$ cat config.mk
export PLATFORM = sky130hd
export DESIGN_NAME = pwm2throttle_flat
export DESIGN_NICKNAME = d
export VERILOG_FILES = /design/src/rtl/pwm2throttle_if.sv /design/src/rtl/pwm2throttle.sv /design/src/flat_wrapper.sv
export SDC_FILE = /design/constraint.sdc
export NUM_CORES = 1
export LEC_CHECK = 0
export BUFFER_PORTS_ARGS = -buffer_cell sky130_fd_sc_hd__buf_2
export CAP_MARGIN = 20
export CELL_PAD_IN_SITES_DETAIL_PLACEMENT = 1
export CELL_PAD_IN_SITES_GLOBAL_PLACEMENT = 2
export CORE_MARGIN = 4
export CORE_UTILIZATION = 42
export DETAILED_ROUTE_END_ITERATION = 10
export GPL_TIMING_DRIVEN = 0
export PLACE_DENSITY_LB_ADDON = 0.05
export SLEW_MARGIN = 5
export SYNTH_ARGS = -nofsm -noshare
export SYNTH_HDL_FRONTEND = slang
export SYNTH_SLANG_ARGS = --single-unit
$ cat constraint.sdc
create_clock -name clock -period 8.6 [get_ports clock]
set_clock_uncertainty 0.1 [all_clocks]
set_input_delay 0.43 -clock clock [delete_from_list [all_inputs] [get_ports clock]]
set_output_delay 0.43 -clock clock [all_outputs]
set_load 0.01 [all_outputs]
$ cat src/rtl/pwm2throttle_if.sv
// rtl/pwm2throttle_if.sv - decoded throttle result bus from the PWM receiver
interface pwm2throttle_if;
    logic [7:0]  throttle_setting;
    logic [11:0] pulse_time_us;
    logic        idle;
    logic        valid;
    logic        pulse_error;
    logic        signal_lost;

    modport master (
        output throttle_setting,
        output pulse_time_us,
        output idle,
        output valid,
        output pulse_error,
        output signal_lost
    );

    modport slave (
        input throttle_setting,
        input pulse_time_us,
        input idle,
        input valid,
        input pulse_error,
        input signal_lost
    );
endinterface

$ cat src/rtl/pwm2throttle.sv
// rtl/pwm2throttle.sv - measures RC/ESC PWM high time in us and decodes it to an 8-bit throttle
module pwm2throttle #(
    parameter int CLKS_PER_US  = 27,
    parameter int IDLE_MAX_US  = 1000,
    parameter int MIN_VALID_US = 800,
    parameter int MAX_VALID_US = 2200,
    parameter int TIMEOUT_US   = 25000
) (
    input  logic                  clock,
    input  logic                  reset,
    input  logic                  pwm_in,
    pwm2throttle_if.master        res_o
);

    localparam int              PW       = (CLKS_PER_US > 1) ? $clog2(CLKS_PER_US) : 1;
    localparam logic [PW-1:0]   PS_LAST  = PW'(CLKS_PER_US - 1);
    localparam logic [14:0]     TO_LAST  = 15'(TIMEOUT_US - 1);
    localparam logic [11:0]     IDLE_W   = 12'(IDLE_MAX_US);
    localparam logic [11:0]     MIN_W    = 12'(MIN_VALID_US);
    localparam logic [11:0]     MAX_W    = 12'(MAX_VALID_US);
    localparam logic [11:0]     ZERO_MAX = 12'd1064;
    localparam logic [11:0]     FULL_MIN = 12'd1864;
    localparam logic [17:0]     NUM_FULL = 18'd204400;

    typedef enum logic [2:0] {
        S_WAIT_RISE,
        S_MEASURE,
        S_CLASSIFY,
        S_DIVIDE,
        S_DONE
    } state_t;

    // The synchronizer is deliberately unreset so a line already high at reset release is not seen as a rise.
    logic sync1_q, sync2_q, prev_q;
    always_ff @(posedge clock) begin
        sync1_q <= pwm_in;
        sync2_q <= sync1_q;
        prev_q  <= sync2_q;
    end

    logic rise, fall;
    assign rise = sync2_q & ~prev_q;
    assign fall = ~sync2_q & prev_q;

    logic [PW-1:0] presc_q, presc_d;
    logic [14:0]   to_cnt_q, to_cnt_d;
    logic          tick, timeout_hit;

    assign tick        = (presc_q == PS_LAST);
    assign presc_d     = (rise || tick) ? '0 : presc_q + 1'b1;
    assign to_cnt_d    = rise ? '0 : ((tick && to_cnt_q != 15'h7FFF) ? to_cnt_q + 15'd1 : to_cnt_q);
    assign timeout_hit = tick && !rise && (to_cnt_q == TO_LAST);

    always_ff @(posedge clock) begin
        if (reset) begin
            presc_q  <= '0;
            to_cnt_q <= '0;
        end else begin
            presc_q  <= presc_d;
            to_cnt_q <= to_cnt_d;
        end
    end

    state_t      state_q;
    logic [11:0] width_q, width_d;
    logic [17:0] num_q, num_calc;
    logic [9:0]  rem_q, rem_nx;
    logic [10:0] rem_sh;
    logic [17:0] quot_nx;
    logic [4:0]  div_cnt_q;
    logic        err_cls_q, idle_cls_q, ge;
    logic [7:0]  throttle_q, thr_nx;
    logic [11:0] ptime_q;
    logic        idle_q, valid_q, perr_q, lost_q;

    assign width_d  = (tick && width_q != 12'hFFF) ? width_q + 12'd1 : width_q;
    assign num_calc = ({6'd0, width_q} - 18'd1064) * 18'd255 + 18'd400;

    // Restoring divide by 800: quotient bits shift into num_q as dividend bits shift out.
    assign rem_sh  = {rem_q, num_q[17]};
    assign ge      = (rem_sh >= 11'd800);
    assign rem_nx  = ge ? 10'(rem_sh - 11'd800) : rem_sh[9:0];
    assign quot_nx = {num_q[16:0], ge};
    assign thr_nx  = (|quot_nx[17:8]) ? 8'hFF : quot_nx[7:0];

    always_ff @(posedge clock) begin
        if (reset) begin
            state_q    <= S_WAIT_RISE;
            width_q    <= '0;
            num_q      <= '0;
            rem_q      <= '0;
            div_cnt_q  <= '0;
            err_cls_q  <= 1'b0;
            idle_cls_q <= 1'b0;
            throttle_q <= '0;
            ptime_q    <= '0;
            idle_q     <= 1'b1;
            valid_q    <= 1'b0;
            perr_q     <= 1'b0;
            lost_q     <= 1'b1;
        end else begin
            valid_q <= 1'b0;
            perr_q  <= 1'b0;
            if (timeout_hit) begin
                state_q    <= S_WAIT_RISE;
                lost_q     <= 1'b1;
                idle_q     <= 1'b1;
                throttle_q <= '0;
            end else begin
                case (state_q)
                    S_WAIT_RISE: begin
                        if (rise) begin
                            state_q <= S_MEASURE;
                            width_q <= '0;
                        end
                    end
                    S_MEASURE: begin
                        width_q <= width_d;
                        if (fall) state_q <= S_CLASSIFY;
                    end
                    S_CLASSIFY: begin
                        err_cls_q  <= (width_q < MIN_W) || (width_q > MAX_W);
                        idle_cls_q <= (width_q <= IDLE_W);
                        if (width_q <= ZERO_MAX)      num_q <= '0;
                        else if (width_q >= FULL_MIN) num_q <= NUM_FULL;
                        else                          num_q <= num_calc;
                        rem_q     <= '0;
                        div_cnt_q <= '0;
                        state_q   <= S_DIVIDE;
                    end
                    S_DIVIDE: begin
                        num_q     <= quot_nx;
                        rem_q     <= rem_nx;
                        div_cnt_q <= div_cnt_q + 5'd1;
                        if (div_cnt_q == 5'd17) begin
                            state_q <= S_DONE;
                            if (err_cls_q) begin
                                perr_q <= 1'b1;
                            end else begin
                                throttle_q <= thr_nx;
                                ptime_q    <= width_q;
                                idle_q     <= idle_cls_q;
                                lost_q     <= 1'b0;
                                valid_q    <= 1'b1;
                            end
                        end
                    end
                    S_DONE: begin
                        state_q <= S_WAIT_RISE;
                    end
                    default: begin
                        state_q <= S_WAIT_RISE;
                    end
                endcase
            end
        end
    end

    assign res_o.throttle_setting = throttle_q;
    assign res_o.pulse_time_us    = ptime_q;
    assign res_o.idle             = idle_q;
    assign res_o.valid            = valid_q;
    assign res_o.pulse_error      = perr_q;
    assign res_o.signal_lost      = lost_q;

endmodule
$ cat src/flat_wrapper.sv
// flat-port wrapper written by rule: the top's interface ports become plain ports
module pwm2throttle_flat 
#(
    parameter int CLKS_PER_US  = 27,
    parameter int IDLE_MAX_US  = 1000,
    parameter int MIN_VALID_US = 800,
    parameter int MAX_VALID_US = 2200,
    parameter int TIMEOUT_US   = 25000
)
  (clock, reset, pwm_in, res_o_throttle_setting, res_o_pulse_time_us, res_o_idle, res_o_valid, res_o_pulse_error, res_o_signal_lost);
  pwm2throttle_if res_o_i ();
  input  logic clock;
  input  logic reset;
  input  logic pwm_in;
  output wire logic [$bits(res_o_i.throttle_setting)-1:0] res_o_throttle_setting;
  output wire logic [$bits(res_o_i.pulse_time_us)-1:0] res_o_pulse_time_us;
  output wire logic [$bits(res_o_i.idle)-1:0] res_o_idle;
  output wire logic [$bits(res_o_i.valid)-1:0] res_o_valid;
  output wire logic [$bits(res_o_i.pulse_error)-1:0] res_o_pulse_error;
  output wire logic [$bits(res_o_i.signal_lost)-1:0] res_o_signal_lost;
  assign res_o_throttle_setting = res_o_i.throttle_setting;
  assign res_o_pulse_time_us = res_o_i.pulse_time_us;
  assign res_o_idle = res_o_i.idle;
  assign res_o_valid = res_o_i.valid;
  assign res_o_pulse_error = res_o_i.pulse_error;
  assign res_o_signal_lost = res_o_i.signal_lost;
  pwm2throttle #(.CLKS_PER_US(CLKS_PER_US), .IDLE_MAX_US(IDLE_MAX_US), .MIN_VALID_US(MIN_VALID_US), .MAX_VALID_US(MAX_VALID_US), .TIMEOUT_US(TIMEOUT_US)) u_core (.clock(clock), .reset(reset), .pwm_in(pwm_in), .res_o(res_o_i));
endmodule
==> flow_metrics.py <==
metrics = {
    "critical_path": {
        "type_of_element_launching_the_critical_path": "register",
        "critical_path.most_common_cell": "sky130_fd_sc_hd__inv_1",
        "cp.arrival_ps": 6790,
        "worstPathRequired_ps": 8780,
        "crit_buf_inv": 6,
        "cp_cell_sequence": "clkbuf_1, inv_1, ha_1, and2b_1, nor2_1, xnor2_1, xnor2_1, xor2_1, inv_1, fa_1, fa_1, inv_1, fa_1, inv_1, ha_1, inv_1, o22ai_1, nor4_1, o31ai_1, o41a_1, xnor2_1, a2111o_1, o21ai_2",
        "critical-path-top-delay-family": "adder cells",
        "endpoint_kind": "register",
        "critical_path_class": "reg -> reg",
        "critical-path-slowest-cell": "sky130_fd_sc_hd__fa_1",
        "worst-r2r-cell-count": 23,
        "worst-path-stages": 23,
        "critical_path_peak_fanout": 8,
        "critPathMaxStageDelay_ps": 530,
    },
    "grt": {
        "grt_pass1_wl_mm": 29.70,
        "overflow": 0,
        "grt_use_total": 0.2037,
        "grt_max_degree": 19,
        "first_global_vias": 5740,
        "antenna_found_initial": 0,
    },
    "finish": {
        "post_route_cells_drive_above_1_share": 0.07942,
        "syn_to_final_growth_pct": 10.62,
        "insertedDiodeCount": 0,
        "num-nets-final": 928,
        "num-fill-cells": 1912,
    },
    "outcome": {
        "outcome": "completed",
    },
    "drt": {
        "vias_per_cell": 5.134,
        "num_vias": 5375,
        "met3_length_um": 344,
        "top_metal_used": "met4",
        "drc_errors": 0,
        "finalWirelength_mm": 17.67,
        "drt-pass1-iter-count": 4,
        "drt-met1-wl_mm": 8.384,
        "routedWlPerCell_um": 16.88,
        "ant_nets": 0,
        "met2WireLength_mm": 8.712,
        "dr.first_iter.drc_count": 258,
    },
    "timing": {
        "timing_limited_maximum_frequency_ghz": 0.1513,
        "final_hold_viol_count": 0,
        "min_period_ps": 6611,
        "setup_viol": 0,
        "slew_violations": 0,
        "timing.final.crit_share": 0.7687,
        "grt_setup_unrepaired": "no",
        "setup-tns-final_ps": 0,
        "max_slew_margin": 0.2885,
        "setup_ws_ps": 1989,
        "worst_slew_pin_slew_ps": 1065,
    },
    "pwr": {
        "total_power_mw": 0.9268,
        "vdd.ir_drop.worst_v": 0.00009673,
        "internal_power_mw": 0.7046,
        "areal_power_density_over_the_cells_mw_per_mm2": 123.7,
        "combinationalPowerShare": 0.037,
        "p_sw_frac": 0.2397,
        "reg_power_frac": 0.495,
        "static_leakage_nw": 3.313,
        "share_clk_of_total_power": 0.469,
        "power_switching_mw": 0.2222,
    },
    "placement": {
        "numPortBuffers": 26,
        "routabilityCongestion": 0.8301,
        "place_ws_ps": 2017,
        "dp_hpwl_mm": 14.43,
    },
    "floorplan": {
        "fp.dieArea_mm2": 0.01823,
        "fp-row-count": 46,
        "core-area_mm2": 0.01583,
        "die_width_um": 135,
        "initial_utilization": 0.4280,
        "die_height_um": 135,
        "num_io_pins": 27,
    },
    "logic_synthesis": {
        "ys_types": 64,
        "synth_warn": 0,
        "synthesis.area_mm2": 0.006774,
        "post_synth_inst_count": 789,
        "synth-seq-cells": 97,
        "postSynth.topFlopCell": "sky130_fd_sc_hd__dfxtp_1",
        "syn_avg_cell_area_um2": 8.586,
        "number_of_enable_type_register_cells_in_the_synthesized_netlist": 0,
        "proportion_of_synthesized_flip_flops_having_asynchronous_set_or_reset": 0,
        "syn_nets": 891,
        "synth_sequential_area_ratio": 0.2867,
    },
    "clocking": {
        "insertion_delay_ps": 350,
        "htree_num_levels": 3,
        "cts_inserted_buffers": 9,
        "postCtsSetupBuffers": 0,
        "cts-root-buf": "sky130_fd_sc_hd__clkbuf_16",
        "clock_transition_at_path_regs_ps": 70,
        "tritoncts_num_sinks": 97,
        "clk_path_buf_depth": 2,
        "cts_repair_resize_count": 0,
        "tritoncts": "built",
        "cts_hold_buf": 0,
    },
    "worst_hold_path": {
        "worst_hold_path.num_cells": 1,
        "hold_path.class": "in -> reg",
    },
    "run": {
        "maxCapViolCount": 0,
    },
}
[sequential cells by signal, indices dropped and copies added (netlist names)]
signal                         cells
u_core.num_q                      18
u_core.to_cnt_q                   15
u_core.res_o.pulse_time_us        12
u_core.width_q                    12
u_core.rem_q                      10
u_core.res_o.throttle_setting      8
u_core.div_cnt_q                   5
u_core.presc_q                     5
u_core.state_q                     3
u_core.err_cls_q                   1
u_core.idle_cls_q                  1
u_core.prev_q                      1
u_core.res_o.idle                  1
u_core.res_o.pulse_error           1
u_core.res_o.signal_lost           1
u_core.res_o.valid                 1
u_core.sync1_q                     1
u_core.sync2_q                     1
[per-layer routing]
metal / vias up / global-route usage
met1: 2633 / 0.2735
met3: 13 / 0.03092
met4: 0 / 0.04535
li1: 2683 / -
met5: - / 0
met2: 46 / 0.3488
[stage by stage]
step,area (um^2),hold WS [ps],util,cells
floorplan,6774,209.6,-,789
global placement,7174,218.7,0.4533,1031
detailed placement,7174,218.7,0.4533,1031
CTS,7493,67.18,0.4734,1047
global route,7493,61.97,0.4734,1047
finish,7493,76.37,0.4734,1047
[layout make-up]
cell class | count | area, um^2 | share of cell area
buffer | 29 | 141.4 | 0.01887
clock buffer | 10 | 239.0 | 0.03189
clock inverter | 6 | 80.08 | 0.01069
inverter | 114 | 427.9 | 0.05710
multi-input combinational | 549 | 4263 | 0.5689
sequential | 97 | 1942 | 0.2591
tap | 216 | 270.3 | 0.03607
timing repair buffer | 26 | 130.1 | 0.01737
[kinds of logic (layout without fill, tap and decap cells)]
kind of cell	Yosys count	after routing	synth area share
DFF	97	97	0.2867
buffers and inverters	143	185	0.08404
and+or+nand+nor	245	245	0.1705
AOI/OAI and AO/OA	124	124	0.1228
xor gates and xnor gates	71	71	0.09291
muxes	10	10	0.01478
adders and majority gates	99	99	0.2283
[final timing paths]
kind         slack [ps]                            end                           start
min                  80         u_core.sync1_q$_DFF_P_                          pwm_in
min reg2reg         240         u_core.sync2_q$_DFF_P_          u_core.sync1_q$_DFF_P_
max                1990  u_core.num_q[17]$_SDFFE_PP0P_  u_core.width_q[4]$_SDFFE_PP0P_
max reg2reg        1990  u_core.num_q[17]$_SDFFE_PP0P_  u_core.width_q[4]$_SDFFE_PP0P_
[power by group through the flow]
stage	registers, mW	logic, mW	clock network (mW)
2_1_floorplan	0.467	0.0232	0
3_3_place_gp	0.469	0.0327	0
3_5_place_dp	0.469	0.0339	0
4_1_cts	0.458	0.0342	0.442
5_1_grt	0.459	0.0380	0.465
6_report	0.459	0.0340	0.434
[Yosys cell counts, types with 3 or more instances]
library cell | count | area (um^2)
sky130_fd_sc_hd__a211oi_1 | 8 | 60.06
sky130_fd_sc_hd__a21o_1 | 10 | 75.07
sky130_fd_sc_hd__a21oi_1 | 31 | 155.2
sky130_fd_sc_hd__a221oi_1 | 9 | 78.83
sky130_fd_sc_hd__a22oi_1 | 11 | 82.58
sky130_fd_sc_hd__and2_1 | 3 | 18.77
sky130_fd_sc_hd__buf_4 | 4 | 30.03
sky130_fd_sc_hd__clkbuf_1 | 21 | 78.83
sky130_fd_sc_hd__dfxtp_1 | 97 | 1942
sky130_fd_sc_hd__fa_1 | 41 | 820.8
sky130_fd_sc_hd__ha_1 | 58 | 725.7
sky130_fd_sc_hd__inv_1 | 113 | 424.2
sky130_fd_sc_hd__mux2i_1 | 10 | 100.1
sky130_fd_sc_hd__nand2_1 | 39 | 146.4
sky130_fd_sc_hd__nand2b_1 | 5 | 31.28
sky130_fd_sc_hd__nand3_1 | 12 | 60.06
sky130_fd_sc_hd__nand4_1 | 9 | 56.30
sky130_fd_sc_hd__nor2_1 | 119 | 446.7
sky130_fd_sc_hd__nor2b_1 | 7 | 43.79
sky130_fd_sc_hd__nor3_1 | 16 | 80.08
sky130_fd_sc_hd__nor4_1 | 9 | 56.30
sky130_fd_sc_hd__o21ai_0 | 17 | 85.08
sky130_fd_sc_hd__o21bai_1 | 3 | 22.52
sky130_fd_sc_hd__o22ai_1 | 9 | 56.30
sky130_fd_sc_hd__o31ai_1 | 6 | 45.04
sky130_fd_sc_hd__or2_2 | 5 | 31.28
sky130_fd_sc_hd__xnor2_1 | 39 | 341.6
sky130_fd_sc_hd__xor2_1 | 31 | 271.5
[cells in the final DEF, fill, tap and decap left out, types with 6 or more instances in the layout]
master	count
sky130_fd_sc_hd__nor2_1	119
sky130_fd_sc_hd__inv_1	113
sky130_fd_sc_hd__dfxtp_1	97
sky130_fd_sc_hd__ha_1	58
sky130_fd_sc_hd__fa_1	41
sky130_fd_sc_hd__nand2_1	39
sky130_fd_sc_hd__xnor2_1	39
sky130_fd_sc_hd__a21oi_1	31
sky130_fd_sc_hd__xor2_1	31
sky130_fd_sc_hd__buf_2	28
sky130_fd_sc_hd__clkbuf_1	21
sky130_fd_sc_hd__o21ai_0	17
sky130_fd_sc_hd__nor3_1	16
sky130_fd_sc_hd__nand3_1	12
sky130_fd_sc_hd__a22oi_1	11
sky130_fd_sc_hd__a21o_1	10
sky130_fd_sc_hd__mux2i_1	10
sky130_fd_sc_hd__nand4_1	9
sky130_fd_sc_hd__nor4_1	9
sky130_fd_sc_hd__o22ai_1	9
sky130_fd_sc_hd__a221oi_1	9
sky130_fd_sc_hd__clkbuf_16	9
sky130_fd_sc_hd__a211oi_1	8
sky130_fd_sc_hd__nor2b_1	7
sky130_fd_sc_hd__o31ai_1	6
(Power assumes the default switching activity.)
